--- src/rtl/mac_pkg.sv ---
// -----------------------------------------------------------------------------
// mac_pkg
// Definitions shared by the product accumulator (mac_acc8) and its adder.
//   PROD_W  : width of one incoming product (4x4 unsigned multiplier output)
//   state_t : accumulator FSM states
//   clog2   : ceiling log2, used to size the accumulator and term counter
// -----------------------------------------------------------------------------
package mac_pkg;

   localparam int PROD_W = 8;

   typedef enum logic {
      ACC  = 1'b0,   // collecting terms of a dot product
      HOLD = 1'b1    // result registered, waiting for downstream to take it
   } state_t;

   // clog2(1) = 0, clog2(2) = 1, clog2(4) = 2, clog2(5) = 3
   function automatic int clog2(input int value);
      int r;
      int v;
      r = 0;
      v = value - 1;
      while (v > 0) begin
         r = r + 1;
         v = v >> 1;
      end
      return r;
   endfunction

endpackage

--- src/rtl/acc_add.sv ---
// -----------------------------------------------------------------------------
// acc_add
// ACC_W-bit unsigned adder: partial sum plus a zero-extended product.
// Ports:
//   i_a     [ACC_W-1:0]  current partial sum
//   i_b     [PROD_W-1:0] incoming product
//   o_sum   [ACC_W-1:0]  sum modulo 2^ACC_W
//   o_carry              carry out of bit ACC_W-1
// -----------------------------------------------------------------------------
module acc_add
   import mac_pkg::*;
#(
   parameter int ACC_W = 10
) (
   input  logic [ACC_W-1:0]  i_a,
   input  logic [PROD_W-1:0] i_b,
   output logic [ACC_W-1:0]  o_sum,
   output logic              o_carry
);

   // One bit wider than the accumulator so the top bit is the carry.
   logic [ACC_W:0] w_full;

   assign w_full  = {1'b0, i_a} + {{(ACC_W + 1 - PROD_W){1'b0}}, i_b};
   assign o_sum   = w_full[ACC_W-1:0];
   assign o_carry = w_full[ACC_W];

endmodule

--- src/rtl/mac_acc8.sv ---
// -----------------------------------------------------------------------------
// mac_acc8
// Sums each group of N_TERMS consecutive 8-bit products into one result and
// holds that result on a valid/ready output until it is taken.
//
// Handshake: a transfer happens on a rising clk edge where valid and ready are
// both 1. Once out_valid is 1 it stays 1, with out_sum/out_ovf unchanged,
// until out_ready is seen. in_ready is low while a result is held, so there is
// a one-cycle bubble after each output handshake.
//
// Ports:
//   clk        rising-edge clock
//   rst        asynchronous reset, active high
//   clr        synchronous discard of the partial sum (wins over in_valid)
//   in_valid   in_p is valid
//   in_ready   block accepts in_p this cycle
//   in_p       unsigned product
//   out_valid  out_sum/out_ovf are valid
//   out_ready  downstream takes the result
//   out_sum    sum of N_TERMS products modulo 2^ACC_W
//   out_ovf    a carry out of ACC_W occurred while forming this result
//   busy       partial sum in progress (term counter non-zero)
//   dbg_state  current FSM state (0 = ACC, 1 = HOLD)
// -----------------------------------------------------------------------------
module mac_acc8
   import mac_pkg::*;
#(
   parameter int N_TERMS = 4,
   parameter int ACC_W   = PROD_W + clog2(N_TERMS)
) (
   input  logic              clk,
   input  logic              rst,
   input  logic              clr,
   input  logic              in_valid,
   output logic              in_ready,
   input  logic [PROD_W-1:0] in_p,
   output logic              out_valid,
   input  logic              out_ready,
   output logic [ACC_W-1:0]  out_sum,
   output logic              out_ovf,
   output logic              busy,
   output logic              dbg_state
);

   localparam int                CNT_W    = (N_TERMS > 1) ? clog2(N_TERMS) : 1;
   localparam logic [CNT_W-1:0]  CNT_LAST = CNT_W'(N_TERMS - 1);

   state_t            r_state;
   state_t            w_state_next;
   logic [ACC_W-1:0]  r_acc;
   logic [CNT_W-1:0]  r_cnt;
   logic              r_ovf_acc;
   logic [ACC_W-1:0]  r_out_sum;
   logic              r_out_ovf;
   logic              r_out_valid;

   logic              w_accept;
   logic              w_last;
   logic [ACC_W-1:0]  w_sum;
   logic              w_carry;

   acc_add #(.ACC_W(ACC_W)) u_acc_add (
      .i_a     (r_acc),
      .i_b     (in_p),
      .o_sum   (w_sum),
      .o_carry (w_carry)
   );

   // in_ready is gated by rst so nothing is offered as accepted while the
   // block is held in reset.
   assign in_ready  = (r_state == ACC) && !rst;
   assign w_accept  = in_valid && in_ready && !clr;
   assign w_last    = (r_cnt == CNT_LAST);

   assign out_valid = r_out_valid;
   assign out_sum   = r_out_sum;
   assign out_ovf   = r_out_ovf;
   assign busy      = (r_cnt != '0);
   assign dbg_state = r_state;

   always_comb begin
      w_state_next = r_state;
      case (r_state)
         ACC:     if (w_accept && w_last) w_state_next = HOLD;
         HOLD:    if (out_ready)          w_state_next = ACC;
         default: w_state_next = ACC;
      endcase
   end

   always_ff @(posedge clk or posedge rst) begin
      if (rst) begin
         r_state     <= ACC;
         r_acc       <= '0;
         r_cnt       <= '0;
         r_ovf_acc   <= 1'b0;
         r_out_sum   <= '0;
         r_out_ovf   <= 1'b0;
         r_out_valid <= 1'b0;
      end else begin
         r_state <= w_state_next;
         if (r_state == ACC) begin
            if (clr) begin
               r_acc     <= '0;
               r_cnt     <= '0;
               r_ovf_acc <= 1'b0;
            end else if (w_accept) begin
               if (w_last) begin
                  // Final term goes straight into the output register.
                  r_out_sum   <= w_sum;
                  r_out_ovf   <= r_ovf_acc | w_carry;
                  r_out_valid <= 1'b1;
                  r_acc       <= '0;
                  r_cnt       <= '0;
                  r_ovf_acc   <= 1'b0;
               end else begin
                  r_acc     <= w_sum;
                  r_cnt     <= r_cnt + CNT_W'(1);
                  r_ovf_acc <= r_ovf_acc | w_carry;
               end
            end
         end else if (out_ready) begin
            // HOLD: only the output handshake releases the result; clr and
            // in_valid have no effect here.
            r_out_valid <= 1'b0;
         end
      end
   end

endmodule
--- config.mk ---
export PLATFORM = sky130hd
export DESIGN_NAME = mac_acc8
export DESIGN_NICKNAME = d
export VERILOG_FILES = /design/src/rtl/mac_pkg.sv /design/src/rtl/acc_add.sv /design/src/rtl/mac_acc8.sv
export SDC_FILE = /design/constraint.sdc
export NUM_CORES = 1
export LEC_CHECK = 0
export BUFFER_PORTS_ARGS = -buffer_cell sky130_fd_sc_hd__buf_2
export CAP_MARGIN = 20
export CORE_ASPECT_RATIO = 0.8
export CORE_UTILIZATION = 35
export DETAILED_ROUTE_END_ITERATION = 10
export HOLD_SLACK_MARGIN = 0.05
export SETUP_SLACK_MARGIN = 0.4
export SLEW_MARGIN = 20
export SYNTH_ARGS = -nofsm -noshare
export SYNTH_HDL_FRONTEND = slang
export SYNTH_HIERARCHICAL = 1
export SYNTH_SLANG_ARGS = --single-unit
export TNS_END_PERCENT = 1
--- constraint.sdc ---
create_clock -name clk -period 2.8 [get_ports clk]
set_input_delay 0.14 -clock clk [delete_from_list [all_inputs] [get_ports clk]]
set_output_delay 0.14 -clock clk [all_outputs]
set_load 0.005 [all_outputs]
==> results_dict.tcl <==
set metrics [dict create \
    hpwl_um 2140 \
    die_height_um 60.8 \
    synth_top_flop_cell "dfrtp_1" \
    yosys.area.top_type "dfrtp_1" \
    synthCells 136 \
    port_buffers 27 \
    path_buf_inv 1 \
    final.min_clock_period_ns 2.20 \
    fin_total_pwr_uw 884 \
    synth.most_common_cell "dfrtp_1" \
    ys_async_sr_fraction 1.00 \
    drc 0 \
    syn_area_per_cell_um2 11.1 \
    fin_crit_sh 0.787 \
    fin_nets 192 \
    pwr-share-clk 0.357 \
    worstPathArrival_ns 2.38 \
    cts_max_level 1 \
    p_per_area_nw_per_um2 490 \
    worst_pin_slew_ns 0.949 \
    outcome "finished with violations" \
    boundaryPins 28 \
    leakagePower_nw 0.950 \
    worstPathRequired_ns 2.98 \
    ys_ff_latch 26 \
    crit_fanout 3 \
    grt-ovfl-total 0 \
    crit_slowest_cell "dfrtp_1" \
    routed_wl_um 3050 \
    violations "negative hold slack" \
    crit_chain "ha_1, inv_1, fa_2, nand2b_1, a21oi_2, o21ai_1, a211oi_2, a31oi_1, o311ai_1" \
    irDropWorstVdd_mv 0.216 \
    clock-sinks 26 \
    hold_viol 7 \
    die_x_um 75.5 \
    syn2layout_area_growth_pct 19.4 \
    seqPwrFrac 0.458 \
    gr-usage-all-layers 0.145 \
    synth_commonest_cells "dfrtp_1, inv_1, a22o_1" \
    start_util 0.382 \
    startpoint_type "flip-flop" \
    setup_viol 0 \
    tritoncts "built" \
    place_congestion 0.737 \
    clk_pin_slew_worst_paths_ns 0.09 \
    core-area_um2 3950 \
    drtIter0Drc 51 \
    cts_buffer_depth 2 \
    ant_nets 0 \
    max_freq_ghz 0.454 \
    min_path_type "in -> async" \
    slew_violations 0 \
    via_per_inst 5.05 \
    finClkSkew_ns 0.00130 \
    worstSetupPathType "reg -> reg" \
    critPathMaxStageDelay_ns 0.36 \
    num_antenna_cells 0 \
    holdWs_ns -0.00523 \
    drive_gt1_frac 0.317 \
    share_comb_of_total_power 0.185 \
    p_int_uw 658 \
    rsz0062_at_grt "false" \
    p_switching_uw 226 \
    slew_headroom 0.364 \
    cts-root-buf "clkbuf_8" \
    max-cap-violations 0 \
    avgRoutedWirePerCell_um 13.7 \
    grt_pass1_vias 1044 \
    vias 1122 \
    synth_fp_nets 160 \
    yosys.area.top_type_share 0.430 \
    ys_seq_area_frac 0.430 \
    ys_top_cells_by_area "dfrtp_1, ha_1, mux2_4" \
    grt_max_degree 27 \
    antenna_found_initial 0 \
    synth_edf_count 0 \
    finalSetupTns_ns 0 \
    yosys_warnings 6 \
    num_rows 20 \
    mappedNetlistArea_um2 1510 \
    power_switching_share 0.255 \
    drtPass1Iterations 4 \
    grt_pass1_wl_um 4940 \
    end_kind "flip-flop" \
    insertion_delay_ns 0.27 \
    die_area_um2 4590 \
    critPathTopFamily "compound AO/OA/AOI/OAI gates" \
    numCtsBuffers 3 \
    synth.distinct_cells 34 \
]
[power groups by stage]
stage / Combinational (mW) / Sequential [mW] / Clock [mW]
5_1_grt: 0.181 / 0.408 / 0.338
3_3_place_gp: 0.157 / 0.411 / 0
2_1_floorplan: 0.114 / 0.411 / 0
6_report: 0.163 / 0.405 / 0.316
3_5_place_dp: 0.159 / 0.412 / 0
4_1_cts: 0.162 / 0.405 / 0.324
[path summary, 6_finish.rpt]
check	from	depth (start not counted)	slack, ns	to
max reg2reg	r_acc[0]	9	0.60	r_ovf_acc
max in group asynchronous	rst	2	2.36	out_sum[7]
min in group clk	clr	2	0.13	r_ovf_acc
min reg2reg	out_valid	2	0.49	out_valid
min	rst	2	-0.005	out_ovf
max	r_acc[0]	9	0.60	r_ovf_acc
[state kept, by name (all words and copies together) (netlist names)]
name and flops:
out_sum 10, out_valid 1, r_cnt 2, r_ovf_acc 1, r_acc 10, dbg_state 1
out_ovf 1
[cells in the final DEF, fill, tap and decap left out, types with 4 or more instances in the layout]
master	count
a21oi_1	5
a22o_1	11
a31oi_1	4
buf_2	27
dfrtp_1	26
ha_1	10
inv_1	13
mux2_4	8
nand2_1	7
nand3_1	4
nor2_1	5
o21ai_0	5
[per-stage QoR]
stage               setup WS (ns)  instances   util  hold slack (ns)  instance area [um2]
floorplan                   0.726        136      -            0.180                 1510
CTS                         0.471        221  0.453            0.175                 1790
global route                0.426        222  0.456           0.0514                 1800
global placement            0.593        216  0.431            0.335                 1700
finish                      0.598        222  0.456         -0.00523                 1800
detailed placement          0.372        216  0.431            0.342                 1700
[cell families after synthesis]
group / Yosys count / share of synthesized area
compound gates: 38 / 0.185
xor+xnor: 5 / 0.0290
fa+ha+maj: 11 / 0.0960
buf+inv: 18 / 0.0521
flops: 26 / 0.430
mux: 11 / 0.102
simple gates: 27 / 0.105
[timing repair]
| action | in CTS | in global routing |
|---|---|---|
| hold endpoints to repair | 1 | 0 |
| pin swaps | 0 | 3 |
| endpoints found under the setup margin | 1 | 1 |
| resized for setup | 1 | 4 |
| buffers inserted | 0 | 1 |
| hold buffers | 1 | 0 |
[final cells by class]
cell class	count	area, um2
inverter	14	52.6
tap	55	68.8
clock buffer	3	41.3
clock inverter	1	30.0
fill	395	2150
sequential	26	651
multi-input combinational	92	793
timing repair buffer	31	168
[per-layer routing]
| metal | part of all wire | GRT usage | up-vias |
|---|---|---|---|
| li1 | - | - | 552 |
| met1 | 0.54 | 0.223 | 538 |
| met2 | 0.40 | 0.208 | 32 |
| met3 | 0.055 | 0.0382 | 0 |
| met4 | 0 | 0.0159 | 0 |
| met5 | 0 | 0 | - |
Note: power is estimated with default switching activity, not from simulation.
